**src/rtl/pattern_test_ctrl_pkg.sv**
```systemverilog
// Shared definitions for the pattern test controller and its generator:
// pattern length, expected patterns, FSM state encoding and index search.
package pattern_test_ctrl_pkg;

    localparam int PTC_N = 4;

    localparam logic [PTC_N-1:0] PTC_PAT0 = 4'b1010;
    localparam logic [PTC_N-1:0] PTC_PAT1 = 4'b0101;
    localparam logic [PTC_N-1:0] PTC_PAT2 = 4'b1100;
    localparam logic [PTC_N-1:0] PTC_PAT3 = 4'b0011;

    localparam logic [2:0] ST_IDLE  = 3'd0;
    localparam logic [2:0] ST_LOAD  = 3'd1;
    localparam logic [2:0] ST_WAIT  = 3'd2;
    localparam logic [2:0] ST_SHIFT = 3'd3;
    localparam logic [2:0] ST_CHECK = 3'd4;
    localparam logic [2:0] ST_DONE  = 3'd5;

    typedef struct packed {
        logic       found;
        logic [1:0] idx;
    } nextIdx_t;

    // Lowest enabled index at or above 'from'; a 'from' of 4 never matches,
    // so the search cannot wrap back to index 0.
    function automatic nextIdx_t findNext(input logic [3:0] mask, input logic [2:0] from);
        nextIdx_t res;
        res = '0;
        for (int i = 3; i >= 0; i--) begin
            if (mask[i] && (i >= int'(from))) begin
                res.found = 1'b1;
                res.idx   = i[1:0];
            end
        end
        return res;
    endfunction

endpackage

```
**src/rtl/pattern_test_ctrl_if.sv**
```systemverilog
// Run-control and generator handshake signals of the pattern test controller.
interface pattern_test_ctrl_if;

    logic       start;
    logic [3:0] mask;
    logic       s_in;
    logic       seq_d_in;
    logic [1:0] gen_add;
    logic       gen_rst;
    logic       busy;
    logic       done;
    logic       pass;
    logic [3:0] err_vec;

    modport master (
        output start, mask, s_in, seq_d_in,
        input  gen_add, gen_rst, busy, done, pass, err_vec
    );

    modport slave (
        input  start, mask, s_in, seq_d_in,
        output gen_add, gen_rst, busy, done, pass, err_vec
    );

endinterface

```
**src/rtl/pattern_test_ctrl_capture.sv**
```systemverilog
// Serial capture of one generator pattern: LSB-first shift register,
// bit counter and sticky protocol-fault flag on the sequence-done line.
module pattern_capture
    import pattern_test_ctrl_pkg::*;
#(
    parameter int N = PTC_N
) (
    input  logic         clk,
    input  logic         rst,
    input  logic         i_clear,
    input  logic         i_shiftEn,
    input  logic         i_sIn,
    input  logic         i_seqDone,
    output logic [N-1:0] o_cap,
    output logic         o_lastBit,
    output logic         o_fault
);

    localparam int KW = (N > 1) ? $clog2(N) : 1;

    logic [N-1:0]  r_cap;
    logic [KW-1:0] r_bitCnt;
    logic          r_fault;
    logic          w_lastBit;
    logic          w_faultNow;

    assign w_lastBit  = (r_bitCnt == KW'(N - 1));
    // seq_d_in must be low on every bit except the last, where it must be high
    assign w_faultNow = w_lastBit ? ~i_seqDone : i_seqDone;

    // Capture bit k into cap[k], count bits and latch any protocol fault
    always_ff @(posedge clk) begin
        if (!rst) begin
            r_cap    <= '0;
            r_bitCnt <= '0;
            r_fault  <= 1'b0;
        end else if (i_clear) begin
            r_cap    <= '0;
            r_bitCnt <= '0;
            r_fault  <= 1'b0;
        end else if (i_shiftEn) begin
            r_cap[r_bitCnt] <= i_sIn;
            r_bitCnt        <= w_lastBit ? '0 : r_bitCnt + KW'(1);
            if (w_faultNow) begin
                r_fault <= 1'b1;
            end
        end
    end

    assign o_cap     = r_cap;
    assign o_lastBit = w_lastBit;
    assign o_fault   = r_fault;

endmodule

```
**src/rtl/pattern_test_ctrl.sv**
```systemverilog
// Pattern test controller: walks the enabled generator addresses in
// ascending order, restarts the generator, captures and checks each pattern.
module pattern_test_ctrl
    import pattern_test_ctrl_pkg::*;
#(
    parameter int           N    = PTC_N,
    parameter logic [N-1:0] PAT0 = PTC_PAT0,
    parameter logic [N-1:0] PAT1 = PTC_PAT1,
    parameter logic [N-1:0] PAT2 = PTC_PAT2,
    parameter logic [N-1:0] PAT3 = PTC_PAT3
) (
    input logic               clk,
    input logic               rst,
    pattern_test_ctrl_if.slave bus
);

    logic [2:0]   r_state;
    logic [3:0]   r_mask;
    logic [1:0]   r_idx;
    logic [3:0]   r_errVec;
    logic         r_pass;
    logic         r_done;

    logic [2:0]   w_nextState;
    logic         w_accept;
    nextIdx_t     w_first;
    nextIdx_t     w_next;
    logic [N-1:0] w_cap;
    logic [N-1:0] w_expected;
    logic         w_lastBit;
    logic         w_fault;
    logic         w_capErr;

    // A start landing in the done-pulse cycle is refused so one request
    // never produces two back-to-back runs.
    assign w_accept = (r_state == ST_IDLE) && bus.start && !r_done;
    assign w_first  = findNext(bus.mask, 3'd0);
    assign w_next   = findNext(r_mask, {1'b0, r_idx} + 3'd1);

    pattern_capture #(.N(N)) u_capture (
        .clk       (clk),
        .rst       (rst),
        .i_clear   (r_state == ST_LOAD),
        .i_shiftEn (r_state == ST_SHIFT),
        .i_sIn     (bus.s_in),
        .i_seqDone (bus.seq_d_in),
        .o_cap     (w_cap),
        .o_lastBit (w_lastBit),
        .o_fault   (w_fault)
    );

    // Select the reference pattern for the address currently under test
    always_comb begin
        w_expected = PAT3;
        case (r_idx)
            2'd0:    w_expected = PAT0;
            2'd1:    w_expected = PAT1;
            2'd2:    w_expected = PAT2;
            default: w_expected = PAT3;
        endcase
    end

    assign w_capErr = (w_cap != w_expected) || w_fault;

    // Next-state logic of the run sequencer
    always_comb begin
        w_nextState = r_state;
        case (r_state)
            ST_IDLE:  if (w_accept) w_nextState = w_first.found ? ST_LOAD : ST_DONE;
            ST_LOAD:  w_nextState = ST_WAIT;
            ST_WAIT:  w_nextState = ST_SHIFT;
            ST_SHIFT: if (w_lastBit) w_nextState = ST_CHECK;
            ST_CHECK: w_nextState = w_next.found ? ST_LOAD : ST_DONE;
            ST_DONE:  w_nextState = ST_IDLE;
            default:  w_nextState = ST_IDLE;
        endcase
    end

    // State, address, error vector and result registers
    always_ff @(posedge clk) begin
        if (!rst) begin
            r_state  <= ST_IDLE;
            r_mask   <= '0;
            r_idx    <= '0;
            r_errVec <= '0;
            r_pass   <= 1'b0;
            r_done   <= 1'b0;
        end else begin
            r_state <= w_nextState;
            r_done  <= (r_state == ST_DONE);
            case (r_state)
                ST_IDLE: begin
                    if (w_accept) begin
                        r_mask   <= bus.mask;
                        r_errVec <= '0;
                        r_pass   <= 1'b0;
                        if (w_first.found) begin
                            r_idx <= w_first.idx;
                        end
                    end
                end
                ST_CHECK: begin
                    if (w_capErr) begin
                        r_errVec[r_idx] <= 1'b1;
                    end
                    if (w_next.found) begin
                        r_idx <= w_next.idx;
                    end
                end
                ST_DONE: r_pass <= (r_errVec == '0);
                default: ;
            endcase
        end
    end

    assign bus.gen_add = r_idx;
    assign bus.gen_rst = (r_state == ST_LOAD);
    assign bus.busy    = (r_state != ST_IDLE);
    assign bus.done    = r_done;
    assign bus.pass    = r_pass;
    assign bus.err_vec = r_errVec;

endmodule

```
**src/flat_wrapper.sv**
```systemverilog
// flat-port wrapper written by rule: the top's interface ports become plain ports
module pattern_test_ctrl_flat import pattern_test_ctrl_pkg::*;
#(
    parameter int           N    = PTC_N,
    parameter logic [N-1:0] PAT0 = PTC_PAT0,
    parameter logic [N-1:0] PAT1 = PTC_PAT1,
    parameter logic [N-1:0] PAT2 = PTC_PAT2,
    parameter logic [N-1:0] PAT3 = PTC_PAT3
)
  (clk, rst, bus_start, bus_mask, bus_s_in, bus_seq_d_in, bus_gen_add, bus_gen_rst, bus_busy, bus_done, bus_pass, bus_err_vec);
  pattern_test_ctrl_if bus_i ();
  input logic clk;
  input logic rst;
  input wire logic [$bits(bus_i.start)-1:0] bus_start;
  input wire logic [$bits(bus_i.mask)-1:0] bus_mask;
  input wire logic [$bits(bus_i.s_in)-1:0] bus_s_in;
  input wire logic [$bits(bus_i.seq_d_in)-1:0] bus_seq_d_in;
  output wire logic [$bits(bus_i.gen_add)-1:0] bus_gen_add;
  output wire logic [$bits(bus_i.gen_rst)-1:0] bus_gen_rst;
  output wire logic [$bits(bus_i.busy)-1:0] bus_busy;
  output wire logic [$bits(bus_i.done)-1:0] bus_done;
  output wire logic [$bits(bus_i.pass)-1:0] bus_pass;
  output wire logic [$bits(bus_i.err_vec)-1:0] bus_err_vec;
  assign bus_i.start = bus_start;
  assign bus_i.mask = bus_mask;
  assign bus_i.s_in = bus_s_in;
  assign bus_i.seq_d_in = bus_seq_d_in;
  assign bus_gen_add = bus_i.gen_add;
  assign bus_gen_rst = bus_i.gen_rst;
  assign bus_busy = bus_i.busy;
  assign bus_done = bus_i.done;
  assign bus_pass = bus_i.pass;
  assign bus_err_vec = bus_i.err_vec;
  pattern_test_ctrl #(.N(N), .PAT0(PAT0), .PAT1(PAT1), .PAT2(PAT2), .PAT3(PAT3)) u_core (.clk(clk), .rst(rst), .bus(bus_i));
endmodule
```
**config.mk**
```make
export PLATFORM = sky130hd
export DESIGN_NAME = pattern_test_ctrl_flat
export DESIGN_NICKNAME = d
export VERILOG_FILES = /design/src/rtl/pattern_test_ctrl_pkg.sv /design/src/rtl/pattern_test_ctrl_if.sv /design/src/rtl/pattern_test_ctrl_capture.sv /design/src/rtl/pattern_test_ctrl.sv /design/src/flat_wrapper.sv
export SDC_FILE = /design/constraint.sdc
export NUM_CORES = 1
export LEC_CHECK = 0
export ABC_AREA = 0
export CORE_UTILIZATION = 55
export CTS_CLUSTER_DIAMETER = 80
export CTS_CLUSTER_SIZE = 24
export DETAILED_ROUTE_END_ITERATION = 10
export DONT_BUFFER_PORTS = 1
export GPL_TIMING_DRIVEN = 0
export PLACE_DENSITY_LB_ADDON = 0.2
export SLEW_MARGIN = 15
export SYNTH_ARGS = -nofsm -noshare
export SYNTH_HDL_FRONTEND = slang
export SYNTH_SLANG_ARGS = --single-unit
export TNS_END_PERCENT = 50
```
**constraint.sdc**
```tcl
create_clock -name clk -period 2.1 [get_ports clk]
set_input_delay 0.42 -clock clk [delete_from_list [all_inputs] [get_ports clk]]
set_output_delay 0.42 -clock clk [all_outputs]
set_load 0.005 [all_outputs]
```
==> reports/results.ini, run 1 <==
[yosys]
synth_nets = 161
synthAdderAreaFrac = 0.105
synth-xor-area-share = 0.00734
synth_warnings = 0
synth_top_family_by_area = simple AND/OR/NAND/NOR gates
ys_async_sr_fraction = 0
synthCells = 142
synth_top_area_frac = 0.369
synthSimpleGateAreaFrac = 0.267
yosysSeqAreaShare = 0.369
synth.distinct_cells = 32
synthTopCellsByArea = dfxtp_1 (37%), ha_1 (10%), nand2_1 (5.7%), nand3_1 (5.5%), a21oi_1 (4.6%)
yosysTopAreaCell = dfxtp_1
synth.area.mux_share = 0
synth_edf_count = 0
ys_ff_latch = 22
synth_ff_type = dfxtp_1
post_synth.cell_area_avg_um2 = 8.41
synth_compound_area_frac = 0.199
synth_area_mm2 = 0.00119

[pwr]
power_mw = 0.775
p_leak_nw = 0.477
power_density_mw_per_mm2 = 620
peakVddDrop_mv = 0.448

[setup_path]
end_kind = register
cp_max_fo = 5
reg2regPathDepth = 6
setup.worst_path.start = u_core.bus.gen_add[1]
r2r_slack_ps = 190
r2r-end = u_core.bus.err_vec[2]
cp.required_ps = 2300
critPathLaunchType = register
critPathKind = register to register
worstPathArrival_ps = 2110
crit_path_end = u_core.bus.err_vec[2]
timing.rr.start = u_core.bus.gen_add[1]

[cts]
numCtsBuffers = 3
clock-root-buffer = clkbuf_4
htreeDepth = 1
cts.sinks = 22
cts_buffer_depth = 2
post_cts_buffers = 0
clk_pin_slew_ps = 110
cts_tree = done
ctsHoldBuffers = 0
clock_latency_ps = 300

[layout]
final.fill_count = 173
drive_gt1_frac = 0.0897
design_area_mm2 = 0.00125
regArea_um2 = 442
layout_commonest_cell = dfxtp_1
final_cell_mix = dfxtp_1 (21), nand2_1 (18), nand3_1 (13)
multiInputGateArea_um2 = 691
nNetsFinal = 166
syn2layout_area_growth_pct = 4.82
diodes = 0

[min_path]
hold_class = input pin to register

[timing]
fin_tns_setup_ps = 0
hold_violations = 0
final_max_slew_viol_count = 0
setup-violations-final = 0
finalCritPeriodShare = 0.910
period_minus_slack_ps = 1910
clock.fmax_mhz = 523
slew_headroom = 0.680
rsz0062_at_grt = no
skew_ps = 6.74
hold_slack_ps = 253
worst_pin_slew_ps = 477

[die]
start_util = 0.596
die_area_mm2 = 0.00236
die_w_um = 48.6
coreArea_mm2 = 0.00200
die_h_um = 48.6
rows = 16
io_pins = 19

[drt]
dr_total_vias = 1002
drc = 0
drtIter0Drc = 22
drt_first_pass_iters = 4
detail-route-antenna-nets = 0
finalWirelength_um = 2350
viasPerCell = 5.83
wl_per_cell_um = 13.7

[global_route]
grt_start_max_net_pins = 12
antenna_found_initial = 0
grt_usage = 0.230
overflow = 0
grt_pass1_vias = 945
grt_use_met1 = 0.275
grt_pass1_wl_um = 4160
grt_util_met2 = 0.413
grtUsageMet3 = 0.0440
grt_busiest_layer = met2

[placed_design]
place_area_mm2 = 0.00123
io_buffer_count = 0
dpl.hpwl_um = 1850
gp_congestion = 0.780

[outcome]
status = finished clean

[job]
maxCapViolCount = 0

[power by group]
part	switching, mW	internal (mW)
combinational	0.0863	0.0492
clock	0.119	0.0670
sequential	0.0183	0.436
total	0.224	0.552
[critical path: stages (launching register included)]
cell and delay (ps):
dfxtp_1 430, inv_1 130, ha_1 310, or3b_1 370
a221oi_2 260, nor3b_2 100, a32o_1 210
[layer usage]
layer	wire, um	vias to the layer above
met5	0	-
met4	23	0
met3	107	3
met2	1210	22
met1	1000	466
li1	-	511
[cell families (layout without fill, tap and decap cells)]
kind of cell,count (synthesis),after routing
adder cells (fa/ha/maj),10,10
flip-flops,22,22
XOR/XNOR,1,1
AO/OA/AOI/OAI,35,35
buffers and inverters,15,18
AND/OR/NAND/NOR,59,59
[registers in the layout (all words and copies together) (netlist names)]
register and cells:
u_core.u_capture.r_bitCnt 2, u_core.bus.done 1, u_core.r_mask 4, u_core.u_capture.o_fault 1, u_core.bus.err_vec 4, u_core.bus.pass 1
u_core.bus.gen_add 2, u_core.r_state 3, u_core.u_capture.o_cap 4
[cell usage after synthesis, drive strengths merged, types with 2 or more instances]
library cell,n
a21boi,5
a21oi,11
a311oi,2
a32o,4
and3,2
buf,5
clkbuf,2
dfxtp,22
ha,10
inv,8
nand2,18
nand2b,2
nand3,13
nand3b,3
nor2,6
nor2b,3
nor3,5
o21ai,8
or3b,2
[metrics by stage]
step | std cells | utilization | setup WS (ps)
global route | 172 | 0.625 | 57.1
floorplan | 142 | - | 246
detailed placement | 169 | 0.613 | 87.6
CTS | 172 | 0.624 | 72.8
global placement | 169 | 0.613 | 96.1
finish | 172 | 0.625 | 189
[worst min path at each step]
stage | from | to | slack, ps | depth (start not counted)
final | bus_mask[0] | u_core.r_mask[0] | 250 | 2
after global routing | bus_s_in | u_core.u_capture.o_cap[1] | 240 | 2
after CTS | bus_s_in | u_core.u_capture.o_cap[0] | 250 | 2
after detailed placement | u_core.u_capture.o_cap[2] | u_core.u_capture.o_cap[2] | 460 | 2
after global placement | u_core.u_capture.o_cap[0] | u_core.u_capture.o_cap[0] | 460 | 2
after floorplan | u_core.u_capture.o_cap[1] | u_core.u_capture.o_cap[1] | 440 | 2
[cell type report]
type,count,share of cell area
clock buffer,3,0.0180
multi-input combinational,105,0.552
buffer,7,0.0260
sequential,22,0.353
tap,27,0.0270
inverter,8,0.0240
[repair_timing]
action | 4_1_cts | 5_1_grt
endpoints found under the setup margin | 0 | 4
resized for setup | 0 | 1
endpoints found under the hold margin | 0 | 0
Power figures use the tool's default switching activity.
==> run 2: changes to the inputs <==
ABC_CLOCK_PERIOD_IN_PS = 2100   (was not set)
==> results of run 2 <==
Same layout as run 1: the final DEF is identical, and so are final timing and power.
